`config.mk`:
```
export PLATFORM = sky130hd
export DESIGN_NAME = mc_ctrl
export DESIGN_NICKNAME = d
export VERILOG_FILES = /design/src/rtl/mc_pkg.sv /design/src/rtl/mc_alu_dec.sv /design/src/rtl/mc_ctrl.sv
export SDC_FILE = /design/constraint.sdc
export NUM_CORES = 1
export LEC_CHECK = 0
export BUFFER_PORTS_ARGS = -buffer_cell sky130_fd_sc_hd__buf_4
export CORE_UTILIZATION = 50
export CTS_BUF_LIST = sky130_fd_sc_hd__clkbuf_16
export DETAILED_ROUTE_END_ITERATION = 8
export GPL_TIMING_DRIVEN = 0
export PLACE_DENSITY = 0.84
export SETUP_SLACK_MARGIN = 0.15
export SLEW_MARGIN = 40
export SYNTH_ARGS = -nofsm -noshare
export SYNTH_HDL_FRONTEND = slang
export SYNTH_SLANG_ARGS = --single-unit
export TNS_END_PERCENT = 50
```
`constraint.sdc`:
```
create_clock -name clk -period 3.16 [get_ports clk]
set_clock_uncertainty 0.2 [all_clocks]
set_input_delay 0.632 -clock clk [delete_from_list [all_inputs] [get_ports clk]]
set_output_delay 0.632 -clock clk [all_outputs]
set_load 0.05 [all_outputs]
```
`src/rtl/mc_pkg.sv`:
```
// Shared definitions for the multi-cycle MIPS control unit: FSM states,
// instruction field encodings, ALU one-hot bit positions, ALU B-source codes.
package mc_pkg;

    typedef enum logic [2:0] {
        S_FETCH  = 3'd0,
        S_DECODE = 3'd1,
        S_EXEC   = 3'd2,
        S_MEM    = 3'd3,
        S_WB     = 3'd4,
        S_TRAP   = 3'd5
    } state_t;

    // Opcodes (instr[31:26])
    localparam logic [5:0] OP_RTYPE = 6'b000000;
    localparam logic [5:0] OP_LW    = 6'b100011;
    localparam logic [5:0] OP_SW    = 6'b101011;
    localparam logic [5:0] OP_ADDIU = 6'b001001;
    localparam logic [5:0] OP_ORI   = 6'b001101;
    localparam logic [5:0] OP_BEQ   = 6'b000100;

    // R-type funct codes (instr[5:0])
    localparam logic [5:0] FN_ADDU = 6'b100001;
    localparam logic [5:0] FN_SUBU = 6'b100011;
    localparam logic [5:0] FN_ADD  = 6'b100000;
    localparam logic [5:0] FN_AND  = 6'b100100;
    localparam logic [5:0] FN_OR   = 6'b100101;
    localparam logic [5:0] FN_SLT  = 6'b101010;
    localparam logic [5:0] FN_SLTU = 6'b101011;
    localparam logic [5:0] FN_XOR  = 6'b100110;

    // Bit positions inside the one-hot ALU control word
    localparam int ALU_ADDU = 0;
    localparam int ALU_SUBU = 1;
    localparam int ALU_ADD  = 2;
    localparam int ALU_AND  = 3;
    localparam int ALU_OR   = 4;
    localparam int ALU_SLT  = 5;
    localparam int ALU_SLTU = 6;
    localparam int ALU_XOR  = 7;

    // ALU B-operand source select
    localparam logic [1:0] SRC_B_RT   = 2'd0;
    localparam logic [1:0] SRC_B_SEXT = 2'd1;
    localparam logic [1:0] SRC_B_ZEXT = 2'd2;

endpackage

```
`src/rtl/mc_alu_dec.sv`:
```
// Combinational instruction decoder: opcode/funct to one-hot ALU control,
// B-operand source and an illegal-encoding flag. ALU_W is 6 or 8; the two
// extra ops (sltu, xor) only exist in the 8-wide variant.
module mc_alu_dec
    import mc_pkg::*;
#(
    parameter int ALU_W = 8
) (
    input  logic [31:0]      instr,
    output logic [ALU_W-1:0] alu_ctrl,
    output logic [1:0]       alu_src_b,
    output logic             illegal
);

    localparam bit EXT = (ALU_W == 8);

    logic [5:0] opcode;
    logic [5:0] funct;
    logic [7:0] onehot;
    logic       unused_bits;

    assign opcode = instr[31:26];
    assign funct  = instr[5:0];

    // Register fields and (for ALU_W = 6) the top one-hot bits are not decoded here.
    assign unused_bits = ^{instr[25:6], onehot};

    // Decode table; anything not listed is illegal and drives a zero ALU word.
    always_comb begin
        // NOTE: every output of a combinational block gets a default first, so no path can infer a latch.
        onehot    = '0;
        alu_src_b = SRC_B_RT;
        illegal   = 1'b0;
        case (opcode)
            OP_RTYPE: begin
                case (funct)
                    FN_ADDU: onehot[ALU_ADDU] = 1'b1;
                    FN_SUBU: onehot[ALU_SUBU] = 1'b1;
                    FN_ADD:  onehot[ALU_ADD]  = 1'b1;
                    FN_AND:  onehot[ALU_AND]  = 1'b1;
                    FN_OR:   onehot[ALU_OR]   = 1'b1;
                    FN_SLT:  onehot[ALU_SLT]  = 1'b1;
                    FN_SLTU: if (EXT) onehot[ALU_SLTU] = 1'b1; else illegal = 1'b1;
                    FN_XOR:  if (EXT) onehot[ALU_XOR]  = 1'b1; else illegal = 1'b1;
                    default: illegal = 1'b1;
                endcase
            end
            OP_LW, OP_SW, OP_ADDIU: begin
                onehot[ALU_ADDU] = 1'b1;
                alu_src_b        = SRC_B_SEXT;
            end
            OP_ORI: begin
                onehot[ALU_OR] = 1'b1;
                alu_src_b      = SRC_B_ZEXT;
            end
            OP_BEQ: onehot[ALU_SUBU] = 1'b1;
            default: illegal = 1'b1;
        endcase
    end

    assign alu_ctrl = onehot[ALU_W-1:0];

endmodule

```
`src/rtl/mc_ctrl.sv`:
```
// Multi-cycle control FSM: FETCH/DECODE/EXEC/MEM/WB plus a sticky TRAP for
// illegal encodings. Decode results are captured at the end of DECODE and
// only presented to the datapath in EXEC/MEM/WB. A 'run' flag keeps every
// output low until the first clock edge after reset release.
module mc_ctrl
    import mc_pkg::*;
#(
    parameter int ALU_W = 8
) (
    input  logic             clk,
    input  logic             rst_n,
    input  logic [31:0]      instr,
    input  logic             alu_zero,
    input  logic             mem_ready,
    output logic             mem_req,
    output logic             mem_we,
    output logic             ir_we,
    output logic             pc_we,
    output logic             pc_src,
    output logic             reg_we,
    output logic             reg_dst,
    output logic             mem_to_reg,
    output logic [1:0]       alu_src_b,
    output logic [ALU_W-1:0] alu_ctrl,
    output logic             illegal
);

    state_t           state, state_n;
    logic             run;
    logic [ALU_W-1:0] alu_q;
    logic [1:0]       src_q;
    logic [5:0]       op_q;
    logic [ALU_W-1:0] dec_alu;
    logic [1:0]       dec_src;
    logic             dec_illegal;

    mc_alu_dec #(.ALU_W(ALU_W)) u_dec (
        .instr     (instr),
        .alu_ctrl  (dec_alu),
        .alu_src_b (dec_src),
        .illegal   (dec_illegal)
    );

    // State register and the post-reset run flag.
    always_ff @(posedge clk or negedge rst_n) begin
        // NOTE: sequential state uses non-blocking assignments so every flop samples pre-edge values.
        if (!rst_n) begin
            state <= S_FETCH;
            run   <= 1'b0;
        end else begin
            state <= state_n;
            run   <= 1'b1;
        end
    end

    // Capture the decode of the instruction register at the end of DECODE.
    always_ff @(posedge clk or negedge rst_n) begin
        // NOTE: these small decode registers are reset so they never hold X, even though outputs are gated by state.
        if (!rst_n) begin
            alu_q <= '0;
            src_q <= SRC_B_RT;
            op_q  <= '0;
        end else if (state == S_DECODE) begin
            alu_q <= dec_alu;
            src_q <= dec_src;
            op_q  <= instr[31:26];
        end
    end

    // Next-state and Moore-style outputs; only FETCH/EXEC qualify on inputs.
    always_comb begin
        state_n    = state;
        mem_req    = 1'b0;
        mem_we     = 1'b0;
        ir_we      = 1'b0;
        pc_we      = 1'b0;
        pc_src     = 1'b0;
        reg_we     = 1'b0;
        reg_dst    = 1'b0;
        mem_to_reg = 1'b0;
        alu_src_b  = SRC_B_RT;
        alu_ctrl   = '0;
        illegal    = 1'b0;
        if (run) begin
            case (state)
                S_FETCH: begin
                    mem_req = 1'b1;
                    if (mem_ready) begin
                        ir_we   = 1'b1;
                        pc_we   = 1'b1;
                        state_n = S_DECODE;
                    end
                end
                S_DECODE: state_n = dec_illegal ? S_TRAP : S_EXEC;
                S_EXEC: begin
                    alu_ctrl  = alu_q;
                    alu_src_b = src_q;
                    if (op_q == OP_BEQ) begin
                        pc_we   = alu_zero;
                        pc_src  = 1'b1;
                        state_n = S_FETCH;
                    end else if (op_q == OP_LW || op_q == OP_SW) begin
                        state_n = S_MEM;
                    end else begin
                        state_n = S_WB;
                    end
                end
                S_MEM: begin
                    alu_ctrl  = alu_q;
                    alu_src_b = src_q;
                    mem_req   = 1'b1;
                    mem_we    = (op_q == OP_SW);
                    if (mem_ready) state_n = (op_q == OP_LW) ? S_WB : S_FETCH;
                end
                S_WB: begin
                    alu_ctrl   = alu_q;
                    alu_src_b  = src_q;
                    reg_we     = 1'b1;
                    reg_dst    = (op_q == OP_RTYPE);
                    mem_to_reg = (op_q == OP_LW);
                    state_n    = S_FETCH;
                end
                S_TRAP: illegal = 1'b1;
                default: state_n = S_FETCH;
            endcase
        end
    end

endmodule
```
; After elaboration in Yosys (flattened, before gate mapping)
; Cells that the tools add are included.
[totals]
register_bits = 20
input_bits = 36
out_inout_bits = 19
wordCells = 87
[classes]
n_eq_ne = 23
n_mux = 48
n_bitwise = 1
reduce_logical = 10
[ops]
columns = operator, count
row1 = 6-bit equality test (second input constant), 12
row2 = 1-bit two-way mux, 29
row3 = 3-bit two-way mux, 7
row4 = 8-bit two-way mux, 2
row5 = 3-bit one-hot mux with 5 select lines, 1
row6 = 6-bit by 3-bit equality test with 1-bit output (second input constant), 2
row7 = 6-bit by 4-bit equality test with 1-bit output (second input constant), 2
row8 = 6-bit zero test, 2
row9 = 1-bit one-hot mux with 2 select lines, 5
row10 = 8-bit OR reduction, 1
row11 = 3-bit by 2-bit equality test with 1-bit output (second input constant), 2
row12 = 3-bit equality test (second input constant), 2
row13 = 2-bit two-way mux, 3
row14 = 3-bit OR reduction, 2
row15 = 5-bit OR reduction, 1
row16 = 2-bit inequality test (second input constant), 2
row17 = 2-bit one-hot mux with 2 select lines, 1
row18 = 4-bit AND reduction, 1
row19 = 3-bit by 1-bit equality test with 1-bit output (second input constant), 1
row20 = 3-bit zero test, 1
row21 = 2-bit OR reduction, 1
row22 = 1-bit logical OR, 1
row23 = 1-bit NOT, 1

; Depth between registers and ports, before layout
[depth]
ltp_word = 6
ltp_mapped = 7
mapped_depth_nobuf = 4

; Cells and area by module
; A second synthesis with hierarchy kept.
[unflattened]
cells_unflattened = 139
area_unflattened_um2 = 1328.8
[by_module_without_submodules]
columns = module, n_inst, cells_per_inst, area_each_um2, seq_area_each_um2
row1 = mc_ctrl, 1, 103, 1093.5, 500.5
row2 = mc_alu_dec, 1, 36, 235.2, 0.0

; Worst setup path before layout
; Ideal clock, no wire load.
[synth_timing]
path_type = flip-flop to output port
from = register state[1]
to = output reg_dst
arrival_ps = 3186
required_ps = 2328
slack_ps = -858
stages_incl_launch_ff = 5
n_path_buf = 1
cell_sequence = dfrtp_1 > buf_6 > or2_2 > nor2_1 > nor4b_1
[synth_via]
elab_chain_len = 3
[synth_lines]
columns = item, line
row1 = start: declaration, mc_ctrl.sv:28  ; state_t state, state_n;
row2 = start signal: assignment, mc_ctrl.sv:51  ; state <= state_n;
row3 = 3-bit equality test, mc_ctrl.sv:85  ; case (state)
row4 = 1-bit two-way mux, mc_ctrl.sv:85
row5 = 1-bit two-way mux, mc_ctrl.sv:84  ; if (run) begin
row6 = end: declaration, mc_ctrl.sv:21  ; output logic reg_dst,
; No other way between the ends.

; Final worst setup path
[layout_timing]
from = register op_q[0]
to = output pc_we
[layout_via]
elab_chain_len = 4
[layout_lines]
columns = item, line
row1 = start: declaration, mc_ctrl.sv:32  ; logic [5:0] op_q;
row2 = start signal: assignment, mc_ctrl.sv:66  ; op_q <= instr[31:26];
row3 = 6-bit by 3-bit equality test with 1-bit output, mc_ctrl.sv:98  ; if (op_q == OP_BEQ) begin
row4 = 1-bit two-way mux, mc_ctrl.sv:98
row5 = 1-bit one-hot mux with 2 select lines, mc_ctrl.sv:85
row6 = 1-bit two-way mux, mc_ctrl.sv:84
row7 = end: declaration, mc_ctrl.sv:18  ; output logic pc_we,
; No other way between the ends.

==> metrics.txt <==
Starting DRT DRC Count 17; clock transition at the registers of the reported paths 0.06 ns; Worst EP required 2.33 ns; Yosys warning count 0; CP Launch Point op_q[0]; drt wl/cell 15.1 um; Die Y between 50 and 60 um; CP startpoint kind flip-flop; Overall Global Routing Usage 26.2%; post-synth top area share 39.6%; mapped cell area 1260 um^2; # diodes 0; status finished clean; Vias approximately 1200; post-CTS setup buffers 0; area grow syn2layout 30.6%; ratio of cells with drive above 1 in the final layout 28.0%; TritonRoute pass-1 iters 4; largest net degree at the start of global routing 21; cts bufs inserted 3; VDD IR max 373 uV; crit path DAT 1.98 ns; WL final 3.17 mm; overall power 567 uW; # IOs 55; max-cap violations 0; first-pass GRT wire length ~5.2 mm; CP endpoint kind output port; clk buf depth 2; cell with the most instances after synthesis nand2_1; Setup violations, final 0; Final Cycle Share roughly 89%; clock latency on the worst-skew pair 0.25 ns; ANT nets after route 0; gr ovfl total 0; number of fill cells in the layout 186; RSZ-0062 raised after global routing false; drt via density 5.90; Post-synth EDFFs 0; Leak Pwr 0.783 nW; worst flop-to-flop path startpoint state[1]; Die Span X 52.3 um; worst min path class input port to async pin; Core Region 2300 um^2; min Tclk post-route around 2.8 ns; Die ar. 2740 um^2; Hold-fix buffers, CTS 0; CP max FO 3; largest area contributor in the netlist dfrtp_1; Synth top cells by count nand2_1 (31), dfrtp_1 (20), and2_1 (11); I/O Buffers 34; syn_area_per_cell 8.78 um^2; f_max 356 MHz; register area share after synthesis between 30% and 40%; Placer Congestion 0.886; Setup CP Type flip-flop to output port; async set-reset flop share out of synthesis 100%; Cell Pwr Density 343 nW/um^2; H-tree levels 1; Synth Flop Type dfrtp_1; synth top area cells dfrtp_1 (40%), nand2_1 (9.2%), and2_1 (5.4%); final net count 219; initial antenna violation count 0; Pins Over Slew Limit 0; Setup TNS Final 0 ns; Inst Count DP 206; # rows 17; CTS tree yes; Clock Sinks 20; post-synthesis cell count 144; Post-Layout Cell Count 210; Hold Vio Cnt, Final 0; clk root buf clkbuf_16; pre-CTS setup slack 0.633 ns; dpl hpwl around 2.4 mm; final worst slack 0.352 ns; count of different cell masters after synthesis 44; Initial Util 55.1%; syn_nets 180; Yosys reg bits 20; Post-route DRC 0; number of global-route vias before repair 1199; CTS-repair resized insts 0
-- where the power goes --
group	switching [mW]	leakage [nW]	internal [mW]
Sequential	0.000246	0.194	0.257
Combinational	0.0299	0.551	0.0209
Clock	0.0907	0.0385	0.168
-- kinds of logic after synthesis --
logic type	count (synthesis)	synth area share (%)
multiplexers	1	0.791
buffers and inverters	10	4.35
AO/OA/AOI/OAI	28	16.2
other	1	0.296
flip-flops	20	39.6
AND/OR/NAND/NOR	83	38.1
XOR/XNOR	1	0.693
-- path summary, 6_finish.rpt --
check	endpoint	slack, ns	cells after the start
setup / recovery	pc_we	0.35	5
hold / removal	alu_q[2]	0.05	1
setup reg to reg	alu_q[0]	1.26	5
hold reg to reg	alu_q[1]	0.28	2
max in group asynchronous	src_q[0]	2.50	1
min in group clk	alu_q[1]	0.28	2
-- worst max-delay path: stages, from the launching register on --
cell      delay [ns]
dfrtp_1         0.39
or4_1           0.60
nand3b_1        0.23
nor2b_2         0.15
a31o_2          0.17
buf_4           0.19
-- layout by cell type, fill, tap and decap left out, drive strengths merged, types with 2 or more instances in the layout --
cell    count
a21oi       4
a31oi       2
a41oi       2
and2       11
and3        2
and3b       2
buf        38
clkbuf      4
dfrtp      20
inv         5
nand2      32
nand2b      5
nand3       3
nand3b      2
nand4       2
nor2        7
nor2b       4
nor3b       3
nor4b       2
o211ai      4
o21ai       4
o31ai       3
o41ai       2
or2         2
or4         2
-- final cells by class --
class | instances | area, um^2 | area share [%]
buffer | 5 | 36.3 | 2.20
clock buffer | 3 | 75.1 | 4.55
clock inverter | 1 | 3.75 | 0.227
inverter | 5 | 18.8 | 1.14
multi-input combinational | 114 | 727 | 44.0
sequential | 20 | 500 | 30.3
tap | 28 | 35.0 | 2.12
timing repair buffer | 34 | 255 | 15.5
-- sequential cells by signal (all words and copies together) (netlist names) --
| signal | flops |
|---|---|
| alu_q | 8 |
| op_q | 6 |
| state | 3 |
| src_q | 2 |
| run | 1 |
-- through the flow --
stage / hold WS (ns) / util, % / instance area [um^2]
final: 0.0518 / 71.9 / 1650
after detailed placement: 0.263 / 68.5 / 1570
after floorplan: 0.136 / - / 1280
after global placement: 0.253 / 68.5 / 1570
after global routing: 0.0670 / 71.9 / 1650
after CTS: 0.0612 / 71.9 / 1650
-- routing by layer --
metal  wire (um)  up-vias  part of all wire, %  track usage, %
li1            -      588                    -               -
met1        1340      606                   42            31.7
met2        1660       38                   52            45.8
met3         132        6                  4.2            4.64
met4          40        0                  1.3            9.65
met5           0        -                    0               0
Power figures use the tool's default switching activity.
